`config.mk`:
```
export PLATFORM = sky130hd
export DESIGN_NAME = fsm_escribir_rtc_mes_flat
export DESIGN_NICKNAME = d
export VERILOG_FILES = /design/src/rtl/fsm_escribir_rtc_mes_if.sv /design/src/rtl/fsm_escribir_rtc_mes.sv /design/src/flat_wrapper.sv
export SDC_FILE = /design/constraint.sdc
export NUM_CORES = 1
export LEC_CHECK = 0
export BUFFER_PORTS_ARGS = -buffer_cell sky130_fd_sc_hd__clkbuf_2
export CAP_MARGIN = 20
export CORE_MARGIN = 2
export CORE_UTILIZATION = 28
export CTS_BUF_LIST = sky130_fd_sc_hd__clkbuf_4
export DETAILED_ROUTE_END_ITERATION = 10
export SYNTH_ARGS = -nofsm -noshare
export SYNTH_HDL_FRONTEND = slang
export SYNTH_SLANG_ARGS = --single-unit
export TNS_END_PERCENT = 1
```
`constraint.sdc`:
```
create_clock -name clk -period 3.1 [get_ports clk]
set_clock_uncertainty 0.2 [all_clocks]
set_input_delay 0.775 -clock clk [delete_from_list [all_inputs] [get_ports clk]]
set_output_delay 0.775 -clock clk [all_outputs]
set_load 0.05 [all_outputs]
```
`src/rtl/fsm_escribir_rtc_mes_if.sv`:
```
// Signal bundle between the RAM->RTC month write FSM and the top-level bus mux.
// The master side is the FSM; the slave side is the top level that owns the RAM and the tristate.
interface fsm_escribir_rtc_mes_if;
  logic       do_it_escribir_mes;
  logic [7:0] dato_ram;
  logic       a_d;
  logic       cs;
  logic       rd;
  logic       wr;
  logic [7:0] bus_out;
  logic       bus_oe;
  logic       ram_to_rtc;
  logic       dir_ram_mes;
  logic       r_ram_enable;
  logic       done;

  modport master (
    input  do_it_escribir_mes, dato_ram,
    output a_d, cs, rd, wr, bus_out, bus_oe, ram_to_rtc, dir_ram_mes, r_ram_enable, done
  );

  modport slave (
    output do_it_escribir_mes, dato_ram,
    input  a_d, cs, rd, wr, bus_out, bus_oe, ram_to_rtc, dir_ram_mes, r_ram_enable, done
  );
endinterface

```
`src/rtl/fsm_escribir_rtc_mes.sv`:
```
// Copies the RAM month byte into the RTC month register: address cycle, RAM fetch, data cycle.
// Outputs are registered from the next-state decode, so they change together with the state.
//
// state       | meaning
// IDLE        | bus released, waiting for do_it_escribir_mes
// ADDR_SETUP  | cs low, ADDR_MES on the bus, wr high
// ADDR_STROBE | address strobe, wr low
// ADDR_HOLD   | wr high, address still driven
// GAP         | cs high, bus released, RAM month read; dato_ram latched on the last cycle
// DATA_SETUP  | cs low, latched month on the bus, wr high
// DATA_STROBE | data strobe, wr low
// DATA_HOLD   | wr high, data still driven
// DONE        | one-cycle done pulse, bus idle
module fsm_escribir_rtc_mes #(
  parameter logic [7:0] ADDR_MES = 8'h05,
  parameter int         T_SETUP  = 2,
  parameter int         T_STROBE = 4,
  parameter int         T_HOLD   = 2,
  parameter int         T_GAP    = 4
) (
  input  logic                  clk,
  input  logic                  reset,
  fsm_escribir_rtc_mes_if.master bus
);

  typedef enum logic [3:0] {
    IDLE,
    ADDR_SETUP,
    ADDR_STROBE,
    ADDR_HOLD,
    GAP,
    DATA_SETUP,
    DATA_STROBE,
    DATA_HOLD,
    DONE
  } state_t;

  typedef struct packed {
    logic       a_d;
    logic       cs;
    logic       rd;
    logic       wr;
    logic [7:0] bus_out;
    logic       bus_oe;
    logic       ram_to_rtc;
    logic       dir_ram_mes;
    logic       r_ram_enable;
    logic       done;
  } out_t;

  localparam out_t OUT_IDLE = '{
    a_d: 1'b1, cs: 1'b1, rd: 1'b1, wr: 1'b1, bus_out: 8'h00, bus_oe: 1'b0,
    ram_to_rtc: 1'b0, dir_ram_mes: 1'b0, r_ram_enable: 1'b0, done: 1'b0
  };

  localparam logic [5:0] SETUP_LAST  = 6'(T_SETUP - 1);
  localparam logic [5:0] STROBE_LAST = 6'(T_STROBE - 1);
  localparam logic [5:0] HOLD_LAST   = 6'(T_HOLD - 1);
  localparam logic [5:0] GAP_LAST    = 6'(T_GAP - 1);

  state_t     state, state_nxt;
  logic [5:0] cnt, cnt_nxt;
  logic [7:0] latch, latch_nxt;
  out_t       outs;

  function automatic out_t decode(input state_t s, input logic [7:0] d);
    out_t o;
    o = OUT_IDLE;
    o.ram_to_rtc = (s != IDLE);
    case (s)
      ADDR_SETUP, ADDR_STROBE, ADDR_HOLD: begin
        o.a_d     = 1'b0;
        o.cs      = 1'b0;
        o.bus_oe  = 1'b1;
        o.bus_out = ADDR_MES;
        o.wr      = (s != ADDR_STROBE);
      end
      GAP: begin
        o.dir_ram_mes  = 1'b1;
        o.r_ram_enable = 1'b1;
      end
      DATA_SETUP, DATA_STROBE, DATA_HOLD: begin
        o.cs      = 1'b0;
        o.bus_oe  = 1'b1;
        o.bus_out = d;
        o.wr      = (s != DATA_STROBE);
      end
      DONE: o.done = 1'b1;
      default: ;
    endcase
    return o;
  endfunction

  always_comb begin
    state_nxt = state;
    case (state)
      IDLE:        if (bus.do_it_escribir_mes) state_nxt = ADDR_SETUP;
      ADDR_SETUP:  if (cnt == SETUP_LAST)      state_nxt = ADDR_STROBE;
      ADDR_STROBE: if (cnt == STROBE_LAST)     state_nxt = ADDR_HOLD;
      ADDR_HOLD:   if (cnt == HOLD_LAST)       state_nxt = GAP;
      GAP:         if (cnt == GAP_LAST)        state_nxt = DATA_SETUP;
      DATA_SETUP:  if (cnt == SETUP_LAST)      state_nxt = DATA_STROBE;
      DATA_STROBE: if (cnt == STROBE_LAST)     state_nxt = DATA_HOLD;
      DATA_HOLD:   if (cnt == HOLD_LAST)       state_nxt = DONE;
      DONE:                                    state_nxt = IDLE;
      default:                                 state_nxt = IDLE;
    endcase

    // Counter is pinned at zero while idle so a fresh start always begins at 0.
    if (state_nxt != state || state == IDLE) cnt_nxt = 6'd0;
    else                                     cnt_nxt = cnt + 6'd1;

    // RAM data is valid by the last gap cycle (enable has been high since the first).
    if (state == GAP && cnt == GAP_LAST) latch_nxt = bus.dato_ram;
    else                                 latch_nxt = latch;
  end

  always_ff @(posedge clk or posedge reset) begin
    if (reset) begin
      state <= IDLE;
      cnt   <= 6'd0;
      latch <= 8'h00;
      outs  <= OUT_IDLE;
    end else begin
      state <= state_nxt;
      cnt   <= cnt_nxt;
      latch <= latch_nxt;
      outs  <= decode(state_nxt, latch_nxt);
    end
  end

  assign bus.a_d          = outs.a_d;
  assign bus.cs           = outs.cs;
  assign bus.rd           = outs.rd;
  assign bus.wr           = outs.wr;
  assign bus.bus_out      = outs.bus_out;
  assign bus.bus_oe       = outs.bus_oe;
  assign bus.ram_to_rtc   = outs.ram_to_rtc;
  assign bus.dir_ram_mes  = outs.dir_ram_mes;
  assign bus.r_ram_enable = outs.r_ram_enable;
  assign bus.done         = outs.done;

endmodule

```
`src/flat_wrapper.sv`:
```
// flat-port wrapper written by rule: the top's interface ports become plain ports
module fsm_escribir_rtc_mes_flat 
#(
  parameter logic [7:0] ADDR_MES = 8'h05,
  parameter int         T_SETUP  = 2,
  parameter int         T_STROBE = 4,
  parameter int         T_HOLD   = 2,
  parameter int         T_GAP    = 4
)
  (clk, reset, bus_do_it_escribir_mes, bus_dato_ram, bus_a_d, bus_cs, bus_rd, bus_wr, bus_bus_out, bus_bus_oe, bus_ram_to_rtc, bus_dir_ram_mes, bus_r_ram_enable, bus_done);
  fsm_escribir_rtc_mes_if bus_i ();
  input  logic clk;
  input  logic reset;
  input wire logic [$bits(bus_i.do_it_escribir_mes)-1:0] bus_do_it_escribir_mes;
  input wire logic [$bits(bus_i.dato_ram)-1:0] bus_dato_ram;
  output wire logic [$bits(bus_i.a_d)-1:0] bus_a_d;
  output wire logic [$bits(bus_i.cs)-1:0] bus_cs;
  output wire logic [$bits(bus_i.rd)-1:0] bus_rd;
  output wire logic [$bits(bus_i.wr)-1:0] bus_wr;
  output wire logic [$bits(bus_i.bus_out)-1:0] bus_bus_out;
  output wire logic [$bits(bus_i.bus_oe)-1:0] bus_bus_oe;
  output wire logic [$bits(bus_i.ram_to_rtc)-1:0] bus_ram_to_rtc;
  output wire logic [$bits(bus_i.dir_ram_mes)-1:0] bus_dir_ram_mes;
  output wire logic [$bits(bus_i.r_ram_enable)-1:0] bus_r_ram_enable;
  output wire logic [$bits(bus_i.done)-1:0] bus_done;
  assign bus_i.do_it_escribir_mes = bus_do_it_escribir_mes;
  assign bus_i.dato_ram = bus_dato_ram;
  assign bus_a_d = bus_i.a_d;
  assign bus_cs = bus_i.cs;
  assign bus_rd = bus_i.rd;
  assign bus_wr = bus_i.wr;
  assign bus_bus_out = bus_i.bus_out;
  assign bus_bus_oe = bus_i.bus_oe;
  assign bus_ram_to_rtc = bus_i.ram_to_rtc;
  assign bus_dir_ram_mes = bus_i.dir_ram_mes;
  assign bus_r_ram_enable = bus_i.r_ram_enable;
  assign bus_done = bus_i.done;
  fsm_escribir_rtc_mes #(.ADDR_MES(ADDR_MES), .T_SETUP(T_SETUP), .T_STROBE(T_STROBE), .T_HOLD(T_HOLD), .T_GAP(T_GAP)) u_core (.clk(clk), .reset(reset), .bus(bus_i));
endmodule
```
==> impl_metrics.env, run 1 <==
export IMPL_cts_hold_repair_buffers=0
export IMPL_vdd_ir_drop_worst_mv=0.3411
export IMPL_mappedNetlistArea_um2=1463
export IMPL_grt_met2_usage=0.1425
export IMPL_fillers=522
export IMPL_dr_pass1_iters=4
export IMPL_rsz_0062_raised_after_global_routing="no"
export IMPL_cts_made_buffers=5
export IMPL_power_per_cell_area_nw_per_um2=1170
export IMPL_drc=0
export IMPL_fmax_mhz=407.2
export IMPL_drtIter0Drc=56
export IMPL_row_count=26
export IMPL_max_buffers_root_to_sink=2
export IMPL_ys_warn_count=0
export IMPL_hold_viol_final=0
export IMPL_fin_total_pwr_mw=2.036
export IMPL_width_of_the_chip_um=76.28
export IMPL_critPathKind="reg -> reg"
export IMPL_finalSetupViolCount=0
export IMPL_first_pass_grt_wire_length_um=4340
export IMPL_max_slew_worst_pin_slew_ps=526.0
export IMPL_distinct_cell_type_count_after_synthesis=32
export IMPL_post_cts_resized_instances=0
export IMPL_worst_ep_required_time_ps=3120
export IMPL_globalplace_congestion=0.7661
export IMPL_dominant_register_cell_in_the_synthesized_netlist="sky130_fd_sc_hd__dfrtp_1"
export IMPL_maxCapViolations=0
export IMPL_clk_latency_ps=330
export IMPL_worst_setup_path_start_kind="flop"
export IMPL_globalRouteMet1Util=0.1193
export IMPL_cts_htree_levels=2
export IMPL_regToRegStartpoint="u_core.cnt[4]"
export IMPL_worst_ep_arrival_time_ps=2470
export IMPL_grt_util_met3=0.03555
export IMPL_synth_avg_cell_area_um2=12.19
export IMPL_post_route_cells_drive_above_1_share=0.3425
export IMPL_die_height_um=76.28
export IMPL_status="completed"
export IMPL_final_antenna_net_count=0
export IMPL_insertedDiodeCount=0
export IMPL_setup_worst_path_start="u_core.cnt[4]"
export IMPL_drt_total_wl_um=2466
export IMPL_crit_fanout=9
export IMPL_period_minus_slack_ps=2456
export IMPL_ios=28
export IMPL_post_cts_buffers=0
export IMPL_grt_max_degree=34
export IMPL_slew_limit_headroom=0.6467
export IMPL_cts_clk_slew_worst_paths_ps=100
export IMPL_finalCritPeriodShare=0.7921
export IMPL_fin_hold_ws_ps=283.0
export IMPL_grt_pass1_vias=928
export IMPL_grt_ovfl_total=0
export IMPL_cts_sinks=33
export IMPL_initial_core_util=0.2882
export IMPL_synth_async_sr_flop_share=1.000
export IMPL_cell_depth_of_the_worst_flop_to_flop_path=4
export IMPL_flow_area_growth_from_synthesis_pct=18.99
export IMPL_leakagePower_nw=0.8744
export IMPL_globalRouteTotalUtil=0.09418
export IMPL_placed_cell_count=208
export IMPL_ys_seq_area_frac=0.5672
export IMPL_die_area_um2=5818
export IMPL_layoutNonFillerInstCount=216
export IMPL_globalRoute_busiestLayer="met2"
export IMPL_tns_ps=0
export IMPL_endpoint_kind="flop"
export IMPL_cts_tree="yes"
export IMPL_synthesis_nets=133
export IMPL_ys_ff_latch=33
export IMPL_min_delay_path_class="in -> async"
export IMPL_numPortBuffers=26
export IMPL_initial_antenna_violation_count=0
export IMPL_nets=158
export IMPL_avgViaCountPerCell=4.176
export IMPL_final_max_slew_viol_count=0
export IMPL_wl_per_cell_um=11.42
export IMPL_netlist_instances=120
export IMPL_cts_root_buf="sky130_fd_sc_hd__clkbuf_4"
export IMPL_routed_via_count=902
export IMPL_core_area_um2=5075
export IMPL_regToRegEndpoint="u_core.latch[4]"
export IMPL_detailed_place_hpwl_um=1778
export IMPL_r2r_setup_slack_ps=640
export IMPL_number_of_flops_mapped_to_enable_cells_by_yosys=0
final cells by class:
cell class,instances,area (µm²),share of cell area
flip-flops and latches,33,829.5,0.4766
multi-input cells,74,568.0,0.3264
repair buffers,27,137.6,0.07908
well taps,70,87.58,0.05032
clock inverters,3,65.06,0.03738
clock buffers,5,37.54,0.02157
inverters,4,15.01,0.008627
synth_stat cells (2+ instances only):
master | instances | share of area
sky130_fd_sc_hd__mux2_4 | 8 | 0.082
sky130_fd_sc_hd__nand3_1 | 3 | 0.010
sky130_fd_sc_hd__mux2i_1 | 9 | 0.062
sky130_fd_sc_hd__inv_1 | 4 | 0.010
sky130_fd_sc_hd__nor2_1 | 17 | 0.044
sky130_fd_sc_hd__clkbuf_1 | 5 | 0.013
sky130_fd_sc_hd__or4_1 | 2 | 0.010
sky130_fd_sc_hd__nand2_1 | 4 | 0.010
sky130_fd_sc_hd__dfstp_2 | 3 | 0.054
sky130_fd_sc_hd__buf_4 | 2 | 0.010
sky130_fd_sc_hd__dfrtp_1 | 30 | 0.51
sky130_fd_sc_hd__a21oi_1 | 7 | 0.024
sky130_fd_sc_hd__xnor2_1 | 3 | 0.018
sky130_fd_sc_hd__a21boi_0 | 2 | 0.010
sky130_fd_sc_hd__nor3b_1 | 2 | 0.010
sky130_fd_sc_hd__xor2_1 | 2 | 0.012
sky130_fd_sc_hd__ha_1 | 2 | 0.017
routing by layer:
layer  share of wire  wire length (µm)  up-vias
met1            0.45              1114      421
met2            0.49              1208       24
met3           0.049               121        2
li1                -                 -      455
met5               0                 0        -
met4          0.0089                22        0
cells in the final DEF (no fill, tap or decap), drive strengths merged, types with 2 or more instances in the layout:
master,n
dfrtp,30
mux2,8
bufinv,2
nand3,4
mux2i,9
a21oi,7
or4,2
xor2,2
xnor2,3
nor2,17
ha,2
clkbuf,31
a21boi,2
dfstp,3
nor3b,2
inv,4
nand2,4
state kept, by name, indices dropped and copies added (netlist names):
register	cells
u_core.bus.dir_ram_mes	1
u_core.bus.bus_oe	1
u_core.cnt	6
u_core.bus.ram_to_rtc	1
u_core.bus.cs	1
u_core.state	4
u_core.bus.wr	1
u_core.bus.done	1
u_core.bus.bus_out	8
u_core.bus.a_d	1
u_core.latch	8
per-stage QoR:
stage	setup WS [ps]	cell area (µm²)	util
final	644.5	1740	0.3429
after global routing	522.9	1740	0.3429
after CTS	631.2	1740	0.3429
after detailed placement	643.1	1638	0.3227
after global placement	706.5	1638	0.3227
after floorplan	928.1	1463	-
worst max-delay path by stage:
stage	endpoint
after floorplan	u_core.latch[0]
after global placement	u_core.latch[0]
after detailed placement	u_core.latch[7]
after CTS	u_core.latch[7]
after global routing	u_core.latch[4]
final	u_core.latch[4]
power breakdown:
group	switching, mW	leakage [nW]	total (mW)	internal (mW)
Sequential	0.123	0.403	0.746	0.623
Clock	0.143	0.0552	0.392	0.250
Combinational	0.598	0.416	0.897	0.299
Total	0.864	0.874	2.04	1.17
worst max-delay path, cell delays in order (launching register included):
cell and delay, ps:
sky130_fd_sc_hd__dfrtp_1 440, sky130_fd_sc_hd__nor4_4 530, sky130_fd_sc_hd__nand3_4 220, sky130_fd_sc_hd__or3_1 580, sky130_fd_sc_hd__mux2_4 370
cells by family after synthesis:
| group | after synthesis | synth area share |
|---|---|---|
| mux | 17 | 0.1437 |
| simple gates | 36 | 0.1411 |
| fa+ha+maj | 2 | 0.01711 |
| buf+inv | 13 | 0.04447 |
| compound gates | 13 | 0.05389 |
| flops | 33 | 0.5672 |
| xor+xnor | 5 | 0.02995 |
| other cells | 1 | 0.002564 |
(Power assumes the default switching activity.)
==> run 2: changes to the inputs <==
Clock period 3.1 ns to 2.4 ns, I/O delays scaled along.
==> impl_metrics.env, run 2 (synthesized netlist as in run 1, its figures left out) <==
export IMPL_cts_htree_levels=2
export IMPL_hold_viol_final=0
export IMPL_dp_worst_setup_slack_ps=236.3
export IMPL_finalCritPeriodShare=0.9010
export IMPL_detailed_place_hpwl_um=1728
export IMPL_worst_ep_required_time_ps=2450
export IMPL_max_buffers_root_to_sink=2
export IMPL_regToRegEndpoint="u_core.bus.bus_out[7]"
export IMPL_crit_path_max_incr_delay_ps=590
export IMPL_grt_ovfl_total=0
export IMPL_power_share_of_the_clock_group=0.122
export IMPL_grt_max_degree=34
export IMPL_crit_fanout=8
export IMPL_initial_antenna_violation_count=0
export IMPL_drtIter0Drc=24
export IMPL_power_per_cell_area_nw_per_um2=1435
export IMPL_p_switching_mw=1.119
export IMPL_first_pass_grt_wire_length_um=4209
export IMPL_worst_ep_arrival_time_ps=2210
export IMPL_rsz_0062_raised_after_global_routing="no"
export IMPL_maxCapViolations=0
export IMPL_finalSetupViolCount=0
export IMPL_row_count=26
export IMPL_final_setup_slack_of_the_worst_path_ps=237.7
export IMPL_routed_via_count=919
export IMPL_grt_pass1_vias=911
export IMPL_cts_tree="yes"
export IMPL_cts_sinks=33
export IMPL_cell_internal_pwr_mw=1.332
export IMPL_die_height_um=76.28
export IMPL_cts_hold_repair_buffers=0
export IMPL_critPathKind="reg -> reg"
export IMPL_initial_core_util=0.2882
export IMPL_r2r_setup_slack_ps=240
export IMPL_seq_power_share=0.395
export IMPL_post_cts_buffers=0
export IMPL_post_cts_resized_instances=0
export IMPL_width_of_the_chip_um=76.28
export IMPL_drc=0
export IMPL_final_cell_mix="sky130_fd_sc_hd__dfrtp_1, sky130_fd_sc_hd__clkbuf_2, sky130_fd_sc_hd__nor2_1, sky130_fd_sc_hd__mux2i_1, sky130_fd_sc_hd__mux2_4"
export IMPL_worst_setup_path_start_kind="flop"
export IMPL_switching_share_of_power=0.4564
export IMPL_die_area_um2=5818
export IMPL_final_max_slew_viol_count=0
export IMPL_vdd_ir_drop_worst_mv=0.4053
export IMPL_fin_total_pwr_mw=2.451
export IMPL_final_antenna_net_count=0
export IMPL_comb_power_share=0.483
export IMPL_min_delay_path_class="in -> async"
export IMPL_dr_pass1_iters=4
export IMPL_regToRegStartpoint="u_core.cnt[4]"
export IMPL_globalplace_congestion=0.6858
export IMPL_cts_root_buf="sky130_fd_sc_hd__clkbuf_4"
export IMPL_avgViaCountPerCell=4.216
export IMPL_timing_critical_path_slowest_stage_cell="sky130_fd_sc_hd__or4_1"
export IMPL_drt_total_wl_um=2437
export IMPL_cts_clk_slew_worst_paths_ps=110
export IMPL_fmax_mhz=462.5
export IMPL_wl_per_cell_um=11.18
export IMPL_insertedDiodeCount=0
export IMPL_crit_path_cell_trace="nor4_4, buf_4, a21boi_0, or4_1, nor2_1"
export IMPL_post_route_cells_drive_above_1_share=0.3514
export IMPL_core_area_um2=5075
export IMPL_nets=160
export IMPL_numPortBuffers=26
export IMPL_status="completed"
export IMPL_flow_area_growth_from_synthesis_pct=16.77
export IMPL_period_minus_slack_ps=2162
export IMPL_globalRouteTotalUtil=0.09072
export IMPL_leakagePower_nw=0.8633
export IMPL_ios=28
export IMPL_cell_depth_of_the_worst_flop_to_flop_path=5
export IMPL_mostFrequentLayoutCell="sky130_fd_sc_hd__dfrtp_1"
export IMPL_tns_ps=0
export IMPL_endpoint_kind="flop"
export IMPL_clk_latency_ps=320
export IMPL_cts_made_buffers=5
-- run 2: area by class of cell --
cell class | instances | area [µm²]
Clock buffer | 6 | 45.04
Fill cell | 533 | 3367
Tap cell | 70 | 87.58
Timing Repair Buffer | 29 | 152.6
Sequential cell | 33 | 829.5
Multi-Input combinational cell | 74 | 568.0
Clock inverter | 2 | 10.01
Inverter | 4 | 15.01
-- run 2: per-stage QoR --
stage	instances	cell area, µm²	hold WS (ps)	utilization
after floorplan	120	1463	260.8	-
after detailed placement	210	1653	292.8	0.3257
after global routing	218	1708	157.3	0.3365
after CTS	218	1708	132.3	0.3365
after global placement	210	1653	280.2	0.3257
final	218	1708	119.0	0.3365
-- run 2: worst max-delay path, delay by kind of cell, from the launching register on --
family / cells / cell delay [ps]
AO/OA/AOI/OAI: 1 / 110
buffers and inverters: 1 / 210
flip-flops: 1 / 450
AND/OR/NAND/NOR: 3 / 1120
-- run 2: per-layer routing --
layer / track usage / up-vias / part of all wire
met2: 0.1504 / 24 / 0.47
met4: 0.03818 / 0 / 0.019
met1: 0.1113 / 435 / 0.47
met5: 0 / - / 0
met3: 0.02488 / 5 / 0.037
li1: - / 455 / -
-- run 2: power groups by stage --
| stage | Clock, mW | Sequential [mW] | Combinational (mW) |
|---|---|---|---|
| CTS | 0.314 | 0.971 | 1.19 |
| detailed placement | 0 | 0.978 | 1.19 |
| finish | 0.300 | 0.968 | 1.18 |
| global placement | 0 | 0.971 | 1.18 |
| floorplan | 0 | 1.30 | 0.626 |
| global route | 0.342 | 0.997 | 1.28 |
-- run 2: how the worst max path moves through the flow --
stage / start / end / slack [ps] / depth (start not counted)
2_1_floorplan: u_core.cnt[5] / u_core.latch[0] / 230 / 5
3_3_place_gp: u_core.cnt[4] / u_core.latch[1] / 290 / 4
3_5_place_dp: u_core.cnt[5] / u_core.bus.bus_out[7] / 240 / 5
4_1_cts: u_core.cnt[4] / u_core.bus.bus_out[7] / 210 / 5
5_1_grt: u_core.cnt[4] / u_core.bus.bus_out[7] / 90 / 5
6_report: u_core.cnt[4] / u_core.bus.bus_out[7] / 240 / 5
